--- src/rtl/commit_controller.sv ---
// In-order retirement: up to two buffer entries per cycle, with
// stores sent to data memory one at a time over a req/ack handshake.
package commit_pkg;
  localparam int BUF_SIZE     = 16;
  localparam int BUF_SIZE_LOG = 4;
  localparam int TAG_W        = BUF_SIZE_LOG + 1;

  typedef enum logic [1:0] {
    S_NOT_USED,
    S_NOT_EXECUTED,
    S_EXECUTED
  } e_state_t;

  typedef enum logic [1:0] {
    OP_ALU,
    OP_LOAD,
    OP_STORE,
    OP_BRANCH
  } op_t;

  typedef struct packed {
    e_state_t         e_state;
    logic [TAG_W-1:0] tag;
    op_t              op;
    logic [4:0]       dest;
    logic [31:0]      result;
    logic [31:0]      vk;
  } entry_t;
endpackage

module commit_controller
  import commit_pkg::*;
(
  input  logic                         clk,
  input  logic                         rst,
  input  entry_t                       entries_all [BUF_SIZE],
  input  logic                         flush,
  input  logic                         store_ack,
  output logic [1:0]                   commit_valid,
  output logic [1:0][BUF_SIZE_LOG-1:0] commit_index,
  output logic [1:0]                   reg_we,
  output logic [1:0][4:0]              reg_waddr,
  output logic [1:0][31:0]             reg_wdata,
  output logic                         store_req,
  output logic [31:0]                  store_addr,
  output logic [31:0]                  store_data,
  output logic [31:0]                  retired_count
);

  typedef enum logic {IDLE, ST_WAIT} state_t;

  state_t                       state_q, state_d;
  logic [BUF_SIZE_LOG-1:0]      st_idx_q, st_idx_d;
  logic [1:0]                   commit_valid_q, commit_valid_d;
  logic [1:0][BUF_SIZE_LOG-1:0] commit_index_q, commit_index_d;
  logic [1:0]                   reg_we_q, reg_we_d;
  logic [1:0][4:0]              reg_waddr_q, reg_waddr_d;
  logic [1:0][31:0]             reg_wdata_q, reg_wdata_d;
  logic                         store_req_q, store_req_d;
  logic [31:0]                  store_addr_q, store_addr_d;
  logic [31:0]                  store_data_q, store_data_d;
  logic [31:0]                  retired_count_q, retired_count_d;

  logic [BUF_SIZE-1:0]     live;
  logic                    old_hit, sec_hit;
  logic [BUF_SIZE_LOG-1:0] old_idx, sec_idx;
  logic [TAG_W-1:0]        old_tag, sec_tag;
  entry_t                  old_e, sec_e;
  logic                    old_ok, sec_ok;

  // Entries whose commit is visible now are still in the buffer; skip them.
  always_comb begin
    live = '0;
    for (int i = 0; i < BUF_SIZE; i++) begin
      live[i] = entries_all[i].e_state != S_NOT_USED;
      for (int k = 0; k < 2; k++) begin
        if (commit_valid_q[k] &&
            commit_index_q[k] == BUF_SIZE_LOG'(i))
          live[i] = 1'b0;
      end
    end
  end

  always_comb begin
    old_hit = 1'b0;
    old_idx = '0;
    old_tag = '0;
    for (int i = 0; i < BUF_SIZE; i++) begin
      if (live[i] &&
          (!old_hit || entries_all[i].tag > old_tag)) begin
        old_hit = 1'b1;
        old_idx = BUF_SIZE_LOG'(i);
        old_tag = entries_all[i].tag;
      end
    end
    sec_hit = 1'b0;
    sec_idx = '0;
    sec_tag = '0;
    for (int i = 0; i < BUF_SIZE; i++) begin
      if (live[i] && old_idx != BUF_SIZE_LOG'(i) &&
          (!sec_hit || entries_all[i].tag > sec_tag)) begin
        sec_hit = 1'b1;
        sec_idx = BUF_SIZE_LOG'(i);
        sec_tag = entries_all[i].tag;
      end
    end
  end

  assign old_e  = entries_all[old_idx];
  assign sec_e  = entries_all[sec_idx];
  assign old_ok = old_hit && old_e.e_state == S_EXECUTED;
  assign sec_ok = sec_hit && sec_e.e_state == S_EXECUTED &&
                  sec_e.op != OP_STORE;

  always_comb begin
    state_d        = state_q;
    st_idx_d       = st_idx_q;
    commit_valid_d = '0;
    commit_index_d = '0;
    reg_we_d       = '0;
    reg_waddr_d    = '0;
    reg_wdata_d    = '0;
    store_req_d    = 1'b0;
    store_addr_d   = '0;
    store_data_d   = '0;
    unique case (state_q)
      IDLE: begin
        if (!flush && old_ok) begin
          if (old_e.op == OP_STORE) begin
            store_req_d  = 1'b1;
            store_addr_d = old_e.result;
            store_data_d = old_e.vk;
            st_idx_d     = old_idx;
            state_d      = ST_WAIT;
          end else begin
            commit_valid_d[0] = 1'b1;
            commit_index_d[0] = old_idx;
            reg_we_d[0]       = old_e.dest != 5'd0;
            reg_waddr_d[0]    = old_e.dest;
            reg_wdata_d[0]    = old_e.result;
            if (sec_ok) begin
              commit_valid_d[1] = 1'b1;
              commit_index_d[1] = sec_idx;
              reg_we_d[1]       = sec_e.dest != 5'd0;
              reg_waddr_d[1]    = sec_e.dest;
              reg_wdata_d[1]    = sec_e.result;
            end
          end
        end
      end
      ST_WAIT: begin
        // Stores are non-speculative: flush has no effect here.
        if (store_ack) begin
          commit_valid_d[0] = 1'b1;
          commit_index_d[0] = st_idx_q;
          state_d           = IDLE;
        end else begin
          store_req_d  = 1'b1;
          store_addr_d = store_addr_q;
          store_data_d = store_data_q;
        end
      end
      default: state_d = IDLE;
    endcase
    retired_count_d = retired_count_q +
                      32'(commit_valid_d[0]) +
                      32'(commit_valid_d[1]);
  end

  always_ff @(posedge clk) begin
    if (rst) begin
      state_q         <= IDLE;
      st_idx_q        <= '0;
      commit_valid_q  <= '0;
      commit_index_q  <= '0;
      reg_we_q        <= '0;
      reg_waddr_q     <= '0;
      reg_wdata_q     <= '0;
      store_req_q     <= 1'b0;
      store_addr_q    <= '0;
      store_data_q    <= '0;
      retired_count_q <= '0;
    end else begin
      state_q         <= state_d;
      st_idx_q        <= st_idx_d;
      commit_valid_q  <= commit_valid_d;
      commit_index_q  <= commit_index_d;
      reg_we_q        <= reg_we_d;
      reg_waddr_q     <= reg_waddr_d;
      reg_wdata_q     <= reg_wdata_d;
      store_req_q     <= store_req_d;
      store_addr_q    <= store_addr_d;
      store_data_q    <= store_data_d;
      retired_count_q <= retired_count_d;
    end
  end

  assign commit_valid  = commit_valid_q;
  assign commit_index  = commit_index_q;
  assign reg_we        = reg_we_q;
  assign reg_waddr     = reg_waddr_q;
  assign reg_wdata     = reg_wdata_q;
  assign store_req     = store_req_q;
  assign store_addr    = store_addr_q;
  assign store_data    = store_data_q;
  assign retired_count = retired_count_q;

endmodule

--- config.mk ---
export PLATFORM = sky130hd
export DESIGN_NAME = commit_controller
export DESIGN_NICKNAME = d
export VERILOG_FILES = /design/src/rtl/commit_controller.sv
export SDC_FILE = /design/constraint.sdc
export NUM_CORES = 1
export LEC_CHECK = 0
export ABC_AREA = 0
export CORE_AREA = 2 2 565 567
export DETAILED_ROUTE_END_ITERATION = 12
export DIE_AREA = 0 0 567 569
export GPL_ROUTABILITY_DRIVEN = 0
export HOLD_SLACK_MARGIN = 0.15
export PLACE_DENSITY_LB_ADDON = 0.08
export SETUP_SLACK_MARGIN = 0.3
export SYNTH_ARGS = -nofsm -noshare
export SYNTH_HDL_FRONTEND = slang
export SYNTH_SLANG_ARGS = --single-unit
--- constraint.sdc ---
create_clock -name clk -period 169.3 [get_ports clk]
set_clock_uncertainty 0.1 [all_clocks]
set_input_delay 16.93 -clock clk [delete_from_list [all_inputs] [get_ports clk]]
set_output_delay 16.93 -clock clk [all_outputs]
set_load 0.01 [all_outputs]
==> key figures, run 1 <==
Status
  – Status: finished, final reports clean

Worst setup path
  – Peak per-stage delay on the critical path: 0.95 ns
  – Reg-to-Reg Start: commit_index[7]
  – Worst reg-to-reg setup slack: 101.73 ns
  – CP startpoint kind: input port
  – Crit path depth: between 300 and 400
  – Worst EP required: 169.68 ns
  – Worst Reg-to-Reg Cells: ~310
  – Crit. End Element: register
  – Buf+Inv Stages, Crit Path: 34
  – Most numerous cell on the critical path: ha_1
  – Critical path class: in2reg
  – Slowest CP cell: a211oi_1
  – Worst setup path endpoint: reg_wdata[62]
  – Cell family with most CP delay: compound AO/OA/AOI/OAI gates
  – Worst EP arrival: about 84 ns
  – Worst Setup SP: entries_all[1246]
  – CP Max Fanout: between 50 and 60
  – R2r endpoint: reg_wdata[62]

Synth
  – Post-Syn Nets: approximately 5,500
  – Synth top cells by count: nor2_1 (641), nand2_1 (621), a21oi_1 (314), clkbuf_1 (255), dfxtp_1 (187)
  – Synthesized area: 0.0265 mm^2
  – Synth unique cells: just over 100
  – Number of flops mapped to enable cells by yosys: 0
  – Post-Synthesis Cells: around 4,100
  – Primary FF master, synth: dfxtp_1
  – Yosys top cell area share: 14.1%
  – Sequential element share of the synthesized area: 14.1%
  – Async S/R FF share, synth: 0%
  – Avg Cell Area, Syn: about 6.5 um^2
  – Yosys warnings: 0
  – Top-count cell post-synth: nor2_1
  – Area contributors post-synth: dfxtp_1 (14%), nor2_1 (9.1%), nand2_1 (8.8%), ha_1 (6.4%), a21oi_1 (5.9%)
  – Post-synth top area cell: dfxtp_1
  – Synth Register Bits: 187

CTS
  – Post-CTS Setup Inserts: 0
  – CTS tree: yes
  – Worst-Skew Late Latency: roughly 0.59 ns
  – Clk sinks: about 190
  – Clock Path Buffers: 3
  – Clock root buffer: clkbuf_16
  – Hold_buf cts: 0
  – CTS buffer count: 25
  – Clk slew on worst S/H paths: ~0.10 ns
  – Cts repair resizes: 0
  – H-tree levels: 4

Routing
  – Vias per cell: between 4 and 5
  – Via count: between 30,000 and 40,000
  – Iteration count of the initial detailed-routing pass: 9
  – Post-Route WL: 306,000 um
  – DRT iter0 DRCs: 3,619
  – Avg WL per Cell: between 30 and 40 um
  – DRC viols: 0
  – DRT antenna net count: 0

STA
  – Max_slew headroom: around 14%
  – Final Max Tran Viols: 0
  – Minimum clock period: roughly 83 ns
  – Final Hold Fails: 0
  – Final setup fails: 0
  – Period utilization: about half
  – RSZ-0062 raised after global routing: no
  – FMAX: approximately 12 MHz
  – Worst-Margin Slew: ~1.3 ns
  – Setup TNS: 0 ns

Place
  – Area after DPL: approximately 0.046 mm^2
  – Post-detail-place hpwl: 254,000 um
  – Port Buffers: approximately 1,400

GRT
  – Vias in the first global route: around 39,000
  – Global-route wire length before repair: a little under 400,000 um
  – GRT overflow: 0
  – All-Layer GR Usage: between 10% and 20%
  – Initial antenna violation count: between 150 and 200
  – Largest net degree at the start of global routing: between 100 and 150

Floorplan
  – Die height: 569 um
  – Die extent in x: approximately 570 um
  – Initial core utilization: 8.38%
  – I/O Pins: 1,435
  – CORE AREA: 0.317 mm^2
  – Die ar.: approximately 0.32 mm^2
  – Rows: between 200 and 250

Layout
  – Core Util, Final: around 15%
  – Post-route cell area: between 0.04 and 0.05 mm^2
  – Layout cell share with drive strength beyond 1: roughly 4.4%
  – Final net count: 6,672
  – Area growth syn-to-layout: 75.4%

Worst hold path
  – HP Class: reg2reg

Flow run
  – MaxCap Viol Count: 0
[kinds of logic (layout without fill, tap and decap cells)]
family / count (synthesis) / count (layout) / share of synthesized area, %
and+or+nand+nor: 1791 / 1791 / 29.6
AOI/OAI and AO/OA: 1261 / 1261 / 33.7
buffers and inverters: 451 / 1678 / 6.70
muxes: 203 / 203 / 8.30
DFF: 187 / 187 / 14.1
adders and majority gates: 137 / 137 / 6.48
xor gates and xnor gates: 32 / 32 / 1.06
other: 0 / 43 / 0
[how the worst min path moves through the flow]
stage	startpoint	to	slack (ns)	cells after the start
floorplan	st_idx_q[0]	commit_index[0]	0.33	2
CTS	st_idx_q[3]	commit_index[3]	0.38	1
global route	st_idx_q[3]	commit_index[3]	0.39	1
detailed placement	st_idx_q[3]	commit_index[3]	0.36	1
finish	st_idx_q[3]	commit_index[3]	0.38	1
global placement	st_idx_q[3]	commit_index[3]	0.36	1
[metrics by stage]
step	setup slack, ns	std cells	hold slack (ns)
CTS	86.33	9469	0.381
global placement	86.67	9436	0.358
finish	86.12	9512	0.385
detailed placement	85.76	9437	0.363
global route	80.43	9480	0.395
floorplan	97.21	4062	0.325
[state kept, by name, indices dropped and copies added, names as in the netlist, 4 cells and up]
signal,flops
reg_wdata,64
retired_count,32
store_addr,32
store_data,32
reg_waddr,10
commit_index,8
st_idx_q,4
[cells in the final DEF (no fill, tap or decap), types with 20 or more instances in the layout]
master,instances
nor3_1,134
mux2_2,33
o22ai_1,168
a21oi_1,313
nor2_1,638
nand2b_1,45
buf_4,81
nand3_1,114
a211oi_1,79
o22a_1,30
a2111oi_0,30
inv_1,123
mux2i_1,72
a311oi_1,69
nor4_1,43
mux2_1,96
clkdlybuf4s50_1,1433
o21a_1,27
o211ai_1,20
a222oi_1,148
nand2_1,621
nand4_1,21
ha_1,135
clkbuf_16,25
a31oi_1,82
and3_1,31
diode_2,43
nor2b_1,43
o221ai_1,32
o21ai_0,108
or3_1,23
xor2_1,23
dfxtp_1,187
[area by class of cell]
cell class,count,area [um^2]
diodes,43,108
flip-flops and latches,187,3740
well taps,4180,5230
clock buffers,26,639
repair buffers,1519,15000
clock inverters,6,60.1
multi-input cells,3424,21200
fillers,36400,270000
inverters,127,482
[per-layer routing]
layer  vias to the layer above  global-route usage, %  share of wire [%]
li1                      17700                      -                  -
met1                     19700                   23.5                 45
met2                      1794                   30.8                 48
met3                       268                   4.12                6.6
met4                        62                   2.23                1.3
met5                         -                      0               0.13
[worst reg2reg max path: cells and delay by family, from the launching register on]
kind	cells	cell delay, ns
compound gates	135	28.78
simple gates	91	16.45
fa+ha+maj	30	8.71
mux	20	7.35
buf+inv	31	5.28
flops	1	0.79
Power of run 1 is left out: the tool's default activity adds up to more than one toggle a clock period on the data nets, which glitch-free logic cannot reach.
==> inputs of run 2 (changes only) <==
- CORE_AREA: 2 2 565 567 -> 2 2 552 554
- DIE_AREA: 0 0 567 569 -> 0 0 554 556
- clock period: 169.3 -> 83.5 ns (I/O delays scaled with it)
==> key figures, run 2 (synthesis results as in run 1) <==
Status
  – Status: finished, final reports clean (unchanged)

Worst setup path
  – Critical path class: in2reg (unchanged)
  – R2r endpoint: retired_count[30] (was reg_wdata[62])
  – Worst EP required: 83.91 ns (was 169.68 ns)
  – Worst reg-to-reg setup slack: 15.64 ns (was 101.73 ns)
  – Crit. End Element: register (unchanged)
  – CP Max Fanout: 50 (was 59)
  – CP startpoint kind: input port (unchanged)
  – Peak per-stage delay on the critical path: 1.04 ns (was 0.95 ns)
  – Worst Reg-to-Reg Cells: 310 (was 307)
  – Reg-to-Reg Start: commit_valid[1] (was commit_index[7])
  – Worst Setup SP: entries_all[1246] (unchanged)
  – Slowest CP cell: a211oi_1 (unchanged)
  – Worst EP arrival: 75.28 ns (was 83.56 ns)
  – Most numerous cell on the critical path: ha_1 (unchanged)

Worst hold path
  – Hold Path End: commit_index[2] (was commit_index[3])
  – Hold-critical path depth: 2 (was 1)
  – HP Class: reg2reg (unchanged)
  – Critical hold path startpoint: st_idx_q[2] (was st_idx_q[3])

CTS
  – Post-CTS Setup Inserts: 0 (unchanged)
  – CTS tree: yes (unchanged)
  – Clock root buffer: clkbuf_16 (unchanged)
  – Hold_buf cts: 0 (unchanged)
  – Cts repair resizes: 0 (unchanged)
  – Clock Path Buffers: 3 (unchanged)
  – Clk sinks: 187 (unchanged)
  – Clk slew on worst S/H paths: 0.09 ns (was 0.10 ns)
  – H-tree levels: 4 (unchanged)
  – CTS buffer count: 25 (unchanged)
  – Worst-Skew Late Latency: 0.59 ns (about the same)

Layout
  – Commonest cells after routing, fill and taps aside: clkdlybuf4s50_1 (1,433), nor2_1 (638), nand2_1 (621) (unchanged)
  – Max reg flops: 64 (unchanged)
  – Non-Filler Instances: 9,305 (was 9,512)
  – Commonest non-fill, non-tap cell in the layout: clkdlybuf4s50_1 (unchanged)
  – Area growth syn-to-layout: 74.4% (was 75.4%)
  – Layout cell share with drive strength beyond 1: 4.26% (was 4.39%)
  – Final net count: 6,664 (was 6,672)

STA
  – Worst-Margin Slew: 1.27 ns (was 1.28 ns)
  – FMAX: between 10 and 15 MHz
  – Final setup fails: 0 (unchanged)
  – Minimum clock period: roughly 75 ns
  – Final Max Tran Viols: 0 (unchanged)
  – Max_slew headroom: 14.9% (was 14.3%)
  – Final Hold Fails: 0 (unchanged)
  – RSZ-0062 raised after global routing: no (unchanged)
  – Period utilization: 89.7%
  – Setup TNS: 0 ns (unchanged)

Floorplan
  – Rows: 202 (was 207)
  – Die height: 556 um (was 569 um)
  – Die ar.: 0.308 mm^2 (was 0.323 mm^2)
  – Die extent in x: 554 um (was 567 um)
  – I/O Pins: 1,435 (unchanged)
  – CORE AREA: 0.302 mm^2 (was 0.317 mm^2)
  – Initial core utilization: 8.79% (was 8.38%)

GRT
  – GRT overflow: 0 (unchanged)
  – Largest net degree at the start of global routing: 122 (was 104)
  – Initial antenna violation count: 134 (was 151)
  – Vias in the first global route: 39,100 (about the same)
  – Global-route wire length before repair: 389,000 um (was 395,000 um)
  – All-Layer GR Usage: 18.6% (was 18.1%)

Routing
  – Via count: 39,100 (was 39,500)
  – Iteration count of the initial detailed-routing pass: 9 (unchanged)
  – DRT antenna net count: 0 (unchanged)
  – Post-Route WL: 300,000 um (was 306,000 um)
  – DRT iter0 DRCs: 3,844 (was 3,619)
  – Vias per cell: 4.21 (was 4.16)
  – DRC viols: 0 (unchanged)
  – Avg WL per Cell: 32.2 um (was 32.1 um)

Place
  – Post-Place Cells: 9,227 (was 9,437)
  – Port Buffers: 1,434 (unchanged)
  – Post-detail-place hpwl: 249,000 um (was 254,000 um)

Flow run
  – MaxCap Viol Count: 0 (unchanged)
==> run 2: changes by cell type in the layout (fill, tap and decap cells not counted), sizes merged <==
| cell | delta |
|---|---|
| clkbuf | +1 |
| clkinvlp | -1 |
| diode | +2 |
| buf | -8 |
| clkinv | +1 |
==> run 2: how the worst max path moves through the flow <==
stage / to / slack [ns] / depth (start not counted)
after floorplan: retired_count[24] / 19.99 / 321
after global placement: retired_count[26] / 9.37 / 310
after detailed placement: retired_count[24] / 8.32 / 310
after CTS: retired_count[30] / 8.81 / 310
after global routing: retired_count[30] / 2.16 / 310
final: retired_count[30] / 8.63 / 310
==> run 2: layout make-up <==
| type | instances | area [um^2] |
|---|---|---|
| well taps | 3978 | 4980 |
| fillers | 34600 | 256000 |
| clock inverters | 6 | 57.6 |
| flip-flops and latches | 187 | 3740 |
| diodes | 45 | 113 |
| multi-input cells | 3424 | 21300 |
| clock buffers | 27 | 653 |
| inverters | 127 | 482 |
| repair buffers | 1511 | 15000 |
==> run 2: worst max-delay path, delay by kind of cell <==
family	cells	cell delay, ns
AOI/OAI and AO/OA	134	28.46
and+or+nand+nor	93	17.71
muxes	19	7.13
adders and majority gates	32	9.51
buffers and inverters	32	4.07
==> run 2: layer usage <==
metal	up-vias	GRT usage (%)	share of wire, %
met4	58	3.80	1.7
met3	231	4.49	6.8
met5	-	0	0.13
met2	1777	31.1	47
li1	17700	-	-
met1	19400	24.0	44
==> run 2: metrics by stage <==
stage	worst slack (ns)	area (um^2)	hold slack, ns	utilization, %
floorplan	19.99	26500	0.325	-
global placement	9.37	45400	0.352	15.0
detailed placement	8.32	45400	0.346	15.0
CTS	8.81	46200	0.365	15.3
global route	2.16	46200	0.391	15.3
finish	8.63	46300	0.367	15.3
Power of run 2 is left out for the same reason.
